## src/rtl/rv32i_decoding_stage.sv

```systemverilog
// rv32i_decoding_stage: RV32I decode, 32x32 register file with write-through bypass, ID/EX register
module rv32i_decoding_stage (
  input  logic        CLK,
  input  logic        RST,
  input  logic        STALL_DECODING_STAGE,
  input  logic        CLEAR_DECODING_STAGE,
  input  logic [4:0]  RD_ADDRESS_IN,
  input  logic [31:0] RD_DATA_IN,
  input  logic        RD_WRITE_ENABLE_IN,
  input  logic [31:0] INSTRUCTION,
  input  logic [31:0] PC_IN,
  output logic [31:0] PC_OUT,
  output logic [4:0]  RS1_ADDRESS,
  output logic [4:0]  RS2_ADDRESS,
  output logic [4:0]  RD_ADDRESS_OUT,
  output logic [31:0] RS1_DATA,
  output logic [31:0] RS2_DATA,
  output logic [31:0] IMM_OUTPUT,
  output logic [4:0]  SHIFT_AMOUNT,
  output logic [4:0]  ALU_INSTRUCTION,
  output logic        ALU_INPUT_1_SELECT,
  output logic        ALU_INPUT_2_SELECT,
  output logic [2:0]  DATA_CACHE_READ,
  output logic [1:0]  DATA_CACHE_WRITE,
  output logic [31:0] DATA_CACHE_WRITE_DATA,
  output logic        WRITE_BACK_MUX_SELECT,
  output logic        RD_WRITE_ENABLE_OUT
);
  typedef struct packed {
    logic [31:0] pc;
    logic [4:0]  rs1_a;
    logic [4:0]  rs2_a;
    logic [4:0]  rd_a;
    logic [31:0] rs1_d;
    logic [31:0] rs2_d;
    logic [31:0] imm;
    logic [4:0]  shamt;
    logic [4:0]  alu;
    logic        sel1;
    logic        sel2;
    logic [2:0]  rd_op;
    logic [1:0]  wr_op;
    logic        wb;
    logic        we;
  } idex_t;
  idex_t d, q;
  logic [31:0] regs [32];
  logic [6:0]  op, f7;
  logic [2:0]  f3;
  logic [4:0]  rs1, rs2, alu_r, alu_i, alu_b;
  logic [31:0] rs1_v, rs2_v, imm_i, imm_s, imm_b, imm_u, imm_j;
  logic        ok;
  assign op  = INSTRUCTION[6:0];
  assign f3  = INSTRUCTION[14:12];
  assign f7  = INSTRUCTION[31:25];
  assign rs1 = INSTRUCTION[19:15];
  assign rs2 = INSTRUCTION[24:20];
  assign imm_i = {{20{INSTRUCTION[31]}}, INSTRUCTION[31:20]};
  assign imm_s = {{20{INSTRUCTION[31]}}, INSTRUCTION[31:25], INSTRUCTION[11:7]};
  assign imm_b = {{19{INSTRUCTION[31]}}, INSTRUCTION[31], INSTRUCTION[7], INSTRUCTION[30:25], INSTRUCTION[11:8], 1'b0};
  assign imm_u = {INSTRUCTION[31:12], 12'd0};
  assign imm_j = {{11{INSTRUCTION[31]}}, INSTRUCTION[31], INSTRUCTION[19:12], INSTRUCTION[20], INSTRUCTION[30:21], 1'b0};
  // a write landing this cycle is forwarded so the operand is never stale
  assign rs1_v = rs1 == 5'd0 ? 32'd0 : RD_WRITE_ENABLE_IN && RD_ADDRESS_IN == rs1 ? RD_DATA_IN : regs[rs1];
  assign rs2_v = rs2 == 5'd0 ? 32'd0 : RD_WRITE_ENABLE_IN && RD_ADDRESS_IN == rs2 ? RD_DATA_IN : regs[rs2];
  assign alu_r = f3 == 3'd0 ? (f7[5] ? 5'd2 : 5'd1) :
                 f3 == 3'd1 ? 5'd3 :
                 f3 == 3'd2 ? 5'd4 :
                 f3 == 3'd3 ? 5'd5 :
                 f3 == 3'd4 ? 5'd6 :
                 f3 == 3'd5 ? (f7[5] ? 5'd8 : 5'd7) :
                 f3 == 3'd6 ? 5'd9 : 5'd10;
  assign alu_i = f3 == 3'd0 ? 5'd1 : f3 == 3'd1 ? 5'd11 : f3 == 3'd5 ? (f7[5] ? 5'd13 : 5'd12) : alu_r;
  assign alu_b = f3 == 3'd0 ? 5'd15 : f3 == 3'd1 ? 5'd16 : 5'd13 + {2'd0, f3};
  always_comb begin
    d = '0;
    ok = 1'b0;
    d.pc = PC_IN;
    d.rs1_a = rs1;
    d.rs2_a = rs2;
    d.rd_a = INSTRUCTION[11:7];
    d.rs1_d = rs1_v;
    d.rs2_d = rs2_v;
    d.shamt = rs2;
    case (op)
      7'b0110011: begin
        ok = f7 == 7'h00 || (f7 == 7'h20 && (f3 == 3'd0 || f3 == 3'd5));
        d.alu = alu_r;
        d.we = 1'b1;
      end
      7'b0010011: begin
        ok = f3 == 3'd1 ? f7 == 7'h00 : f3 != 3'd5 || f7 == 7'h00 || f7 == 7'h20;
        d.alu = alu_i;
        d.imm = imm_i;
        d.sel2 = 1'b1;
        d.we = 1'b1;
      end
      7'b0000011: begin
        ok = f3 != 3'd3 && f3 < 3'd6;
        d.alu = 5'd1;
        d.imm = imm_i;
        d.sel2 = 1'b1;
        d.rd_op = f3[2] ? f3 : f3 + 3'd1;
        d.wb = 1'b1;
        d.we = 1'b1;
      end
      7'b0100011: begin
        ok = f3 < 3'd3;
        d.alu = 5'd1;
        d.imm = imm_s;
        d.sel2 = 1'b1;
        d.wr_op = f3[1:0] + 2'd1;
      end
      7'b1100011: begin
        ok = f3[2:1] != 2'b01;
        d.alu = alu_b;
        d.imm = imm_b;
      end
      7'b0110111: begin
        ok = 1'b1;
        d.alu = 5'd14;
        d.imm = imm_u;
        d.we = 1'b1;
      end
      7'b0010111: begin
        ok = 1'b1;
        d.alu = 5'd1;
        d.imm = imm_u;
        d.sel1 = 1'b1;
        d.sel2 = 1'b1;
        d.we = 1'b1;
      end
      7'b1101111: begin
        ok = 1'b1;
        d.alu = 5'd21;
        d.imm = imm_j;
        d.sel1 = 1'b1;
        d.we = 1'b1;
      end
      7'b1100111: begin
        ok = f3 == 3'd0;
        d.alu = 5'd22;
        d.imm = imm_i;
        d.we = 1'b1;
      end
      default: ok = 1'b0;
    endcase
    if (!ok) d = '0;
  end
  always_ff @(posedge CLK or posedge RST)
    if (RST) for (int i = 0; i < 32; i++) regs[i] <= '0;
    else if (RD_WRITE_ENABLE_IN && RD_ADDRESS_IN != 5'd0) regs[RD_ADDRESS_IN] <= RD_DATA_IN;
  always_ff @(posedge CLK or posedge RST)
    if (RST) q <= '0;
    else if (CLEAR_DECODING_STAGE) q <= '0;
    else if (!STALL_DECODING_STAGE) q <= d;
  assign PC_OUT = q.pc;
  assign RS1_ADDRESS = q.rs1_a;
  assign RS2_ADDRESS = q.rs2_a;
  assign RD_ADDRESS_OUT = q.rd_a;
  assign RS1_DATA = q.rs1_d;
  assign RS2_DATA = q.rs2_d;
  assign IMM_OUTPUT = q.imm;
  assign SHIFT_AMOUNT = q.shamt;
  assign ALU_INSTRUCTION = q.alu;
  assign ALU_INPUT_1_SELECT = q.sel1;
  assign ALU_INPUT_2_SELECT = q.sel2;
  assign DATA_CACHE_READ = q.rd_op;
  assign DATA_CACHE_WRITE = q.wr_op;
  assign DATA_CACHE_WRITE_DATA = q.rs2_d;
  assign WRITE_BACK_MUX_SELECT = q.wb;
  assign RD_WRITE_ENABLE_OUT = q.we;
endmodule

```

## config.mk

```make
export PLATFORM = sky130hd
export DESIGN_NAME = rv32i_decoding_stage
export DESIGN_NICKNAME = d
export VERILOG_FILES = /design/src/rtl/rv32i_decoding_stage.sv
export SDC_FILE = /design/constraint.sdc
export NUM_CORES = 2
export LEC_CHECK = 0
export BUFFER_PORTS_ARGS = -buffer_cell sky130_fd_sc_hd__buf_4
export CAP_MARGIN = 20
export CORE_MARGIN = 8
export CORE_UTILIZATION = 35
export CTS_BUF_LIST = sky130_fd_sc_hd__clkbuf_4 sky130_fd_sc_hd__clkbuf_8 sky130_fd_sc_hd__clkbuf_16
export CTS_CLUSTER_SIZE = 28
export DETAILED_ROUTE_END_ITERATION = 10
export GPL_TIMING_DRIVEN = 0
export REMOVE_ABC_BUFFERS = 1
export SETUP_SLACK_MARGIN = 0.5
export SLEW_MARGIN = 20
export SYNTH_ARGS = -nofsm -noshare
export SYNTH_HDL_FRONTEND = slang
export SYNTH_SLANG_ARGS = --single-unit
```

## constraint.sdc

```tcl
create_clock -name CLK -period 79.2 [get_ports CLK]
set_input_delay 3.96 -clock CLK [delete_from_list [all_inputs] [get_ports CLK]]
set_output_delay 3.96 -clock CLK [all_outputs]
set_load 0.02 [all_outputs]
```

==> results.json <==
{
  "status": "finished, final reports clean",
  "syn_area_um2": 61100,
  "dpl.hpwl_um": 114000,
  "clock-sinks": 1181,
  "die_area_um2": 188000,
  "drtIter0Drc": 2832,
  "clkSlewWorstSetupHoldPaths_ns": 0.06,
  "yosys.area.top_type_share": 0.484,
  "crit_slowest_cell": "nor4_1",
  "rsz0062_at_grt": "no",
  "hold_path_end": "regs[1003]$_DFFE_PP0P_",
  "fp.dieW_um": 434,
  "power_leakage_nw": 31.3,
  "min_from": "regs[1003]$_DFFE_PP0P_",
  "fin_area_um2": 72000,
  "reg2reg_to": "DATA_CACHE_WRITE_DATA[13]$_DFFE_PP0P_",
  "die_height_um": 434,
  "crit_required_ns": 79.80,
  "critPathTopFamily": "buffers and inverters",
  "cts_hold_buffers": 0,
  "worstReg2RegStart": "regs[781]$_DFFE_PP0P_",
  "routedWlPerCell_um": 28.0,
  "drive_above_1_share": 0.562,
  "firstDrtPassIters": 7,
  "grt_max_degree": 103,
  "synth_area_leaders": "dfrtp_1 (48%), mux4_2 (23%), mux2_2 (18%), clkbuf_1 (1.8%), nand2_1 (1.2%)",
  "ys_async_sr_fraction": 1.00,
  "synthCells": 3969,
  "criticalPathCategory": "in -> reg",
  "syn_avg_cell_area_um2": 15.4,
  "hold_viol_final": 0,
  "grt_first_pass_wirelength_um": 272000,
  "cts-root-buf": "clkbuf_16",
  "worstSetupStartpointType": "input port",
  "routed_wl_um": 182000,
  "dpl_cell_area_um2": 67200,
  "nFillCells": 15669,
  "vdd_drop_max_mv": 0.0163,
  "start_util": 0.352,
  "cp.depth": 9,
  "clk_path_buf_depth": 3,
  "fmax_mhz": 142,
  "ios": 300,
  "hold_path.class": "reg -> reg",
  "p_per_area_nw_per_um2": 24.4,
  "htreeDepth": 4,
  "fin_crit_ns": 7.05,
  "drc": 0,
  "setup-violations-final": 0,
  "critPathMostFrequentCell": "buf_16",
  "multiInputGateArea_um2": 29800,
  "first_global_vias": 39838,
  "globalRouteOverflowTotal": 0,
  "final_cells": 6477,
  "core_area_um2": 174000,
  "area_growth_pct": 17.8,
  "endpoint_kind": "flop",
  "synth-edff-count": 0,
  "tritoncts.num_buffers": 137,
  "ys_seq_elements": 1181,
  "rows": 153,
  "yosys.area.top_type": "dfrtp_1",
  "cts_tree": "built",
  "cpPeakStageDelay_ns": 0.62,
  "post_cts_buffers": 0,
  "antenna_found_initial": 9,
  "viasPerCell": 5.73,
  "clock_latency_ns": 0.76,
  "crit_fanout": 52,
  "routabilityCongestion": 0.792,
  "path_cells": "buf_8 -> buf_16 -> buf_16 -> xor2_1 -> nor4_1 -> nand3_4 -> buf_16 -> o21ai_0 -> o21ai_0",
  "mostFrequentLayoutCell": "dfrtp_1",
  "min_period_over_period": 0.0890,
  "yosys_warnings": 0,
  "ys.flop_type": "dfrtp_1",
  "reg2reg_depth": 6,
  "cap_violations": 0,
  "synth-seq-area-share": 0.484,
  "critPathBufInv": 4,
  "track_usage": 0.192,
  "final_max_slew_viol_count": 0,
  "skew_ns": 0.0222,
  "vias": 37122,
  "fin_tns_setup_ns": 0,
  "holdPathStages": 0,
  "relSlewSlack": 0.235,
  "cp.arrival_ns": 7.65,
  "nNetsFinal": 4150,
  "register_area_um2": 29600,
  "ys_types": 58,
  "port-buffer-count": 299,
  "placed_cells": 6222,
  "post_cts_resized": 0,
  "layout_common_cells": "dfrtp_1 (1181), mux2_2 (992), mux4_2 (636), buf_4 (292), nand2_1 (178)",
  "regToRegSetupSlack_ns": 76.95,
  "tightest_slew_ns": 1.15,
  "ant_nets": 0
}
[through the flow]
stage | hold WS, ns | power [mW] | util | setup slack [ns]
floorplan | 0.365 | 1.00 | - | 41.97
global placement | 0.376 | 1.10 | 0.370 | 28.24
detailed placement | 0.382 | 1.11 | 0.387 | 71.33
CTS | 0.396 | 1.77 | 0.415 | 72.17
global route | 0.407 | 1.84 | 0.415 | 71.98
finish | 0.392 | 1.76 | 0.415 | 72.15
[state kept, by name, indices dropped and copies added, names as in the netlist, 32 cells and up]
register,flops
PC_OUT,32
regs,1024
DATA_CACHE_WRITE_DATA,32
RS1_DATA,32
IMM_OUTPUT,32
[cell type report]
class | instances | area share
sequential | 1181 | 0.410
tap | 2325 | 0.0404
antenna | 5 | 0.000174
timing repair buffer | 404 | 0.0684
multi-input combinational | 2300 | 0.414
inverter | 12 | 0.000730
clock buffer | 204 | 0.0592
clock inverter | 46 | 0.00684
[cells by family (layout without fill, tap and decap cells)]
logic type,Yosys count,count (layout),share of synthesized area
mux,1698,1698,0.429
fa+ha+maj,8,8,0.00164
other cells,0,5,0
compound gates,299,299,0.0308
simple gates,283,283,0.0200
buf+inv,488,666,0.0337
xor+xnor,12,12,0.00172
flops,1181,1181,0.484
[report_power, final]
part           leakage (nW)  total [mW]  switching (mW)  internal [mW]
registers              15.3       0.772          0.0681          0.704
logic                  13.5       0.325           0.120          0.206
clock network          2.40       0.658           0.258          0.400
[per-layer routing]
metal | wire length (µm) | global-route usage | share of wire | vias up
li1 | - | - | - | 15394
met1 | 75700 | 0.252 | 0.42 | 20315
met2 | 89500 | 0.320 | 0.49 | 1054
met3 | 9630 | 0.0323 | 0.053 | 353
met4 | 6640 | 0.0711 | 0.037 | 6
met5 | 40 | 0 | 0.00022 | -
[worst max-delay path by stage]
stage / start / to / slack [ns]
after global routing: INSTRUCTION[20] / DATA_CACHE_WRITE_DATA[14]$_DFFE_PP0P_ / 71.98
after floorplan: RST / ALU_INPUT_1_SELECT$_DFFE_PP0P_ / 41.97
after global placement: RST / regs[262]$_DFFE_PP0P_ / 28.24
final: INSTRUCTION[20] / DATA_CACHE_WRITE_DATA[13]$_DFFE_PP0P_ / 72.15
after detailed placement: INSTRUCTION[20] / DATA_CACHE_WRITE_DATA[13]$_DFFE_PP0P_ / 71.33
after CTS: INSTRUCTION[20] / DATA_CACHE_WRITE_DATA[14]$_DFFE_PP0P_ / 72.17
[synthesized netlist by cell type (all sizes together) (8+ instances only)]
library cell and count:
mux2 992, nor2 32, nand2 194, clkbuf 295, o21ai 160, inv 12, ha 8, dfrtp 1181
a22oi 9, nor3 10, mux4 636, a22o 56, o22ai 8, buf 181, xor2 9, nand3 8
a21oi 29, mux2i 70
(Power assumes the default switching activity.)
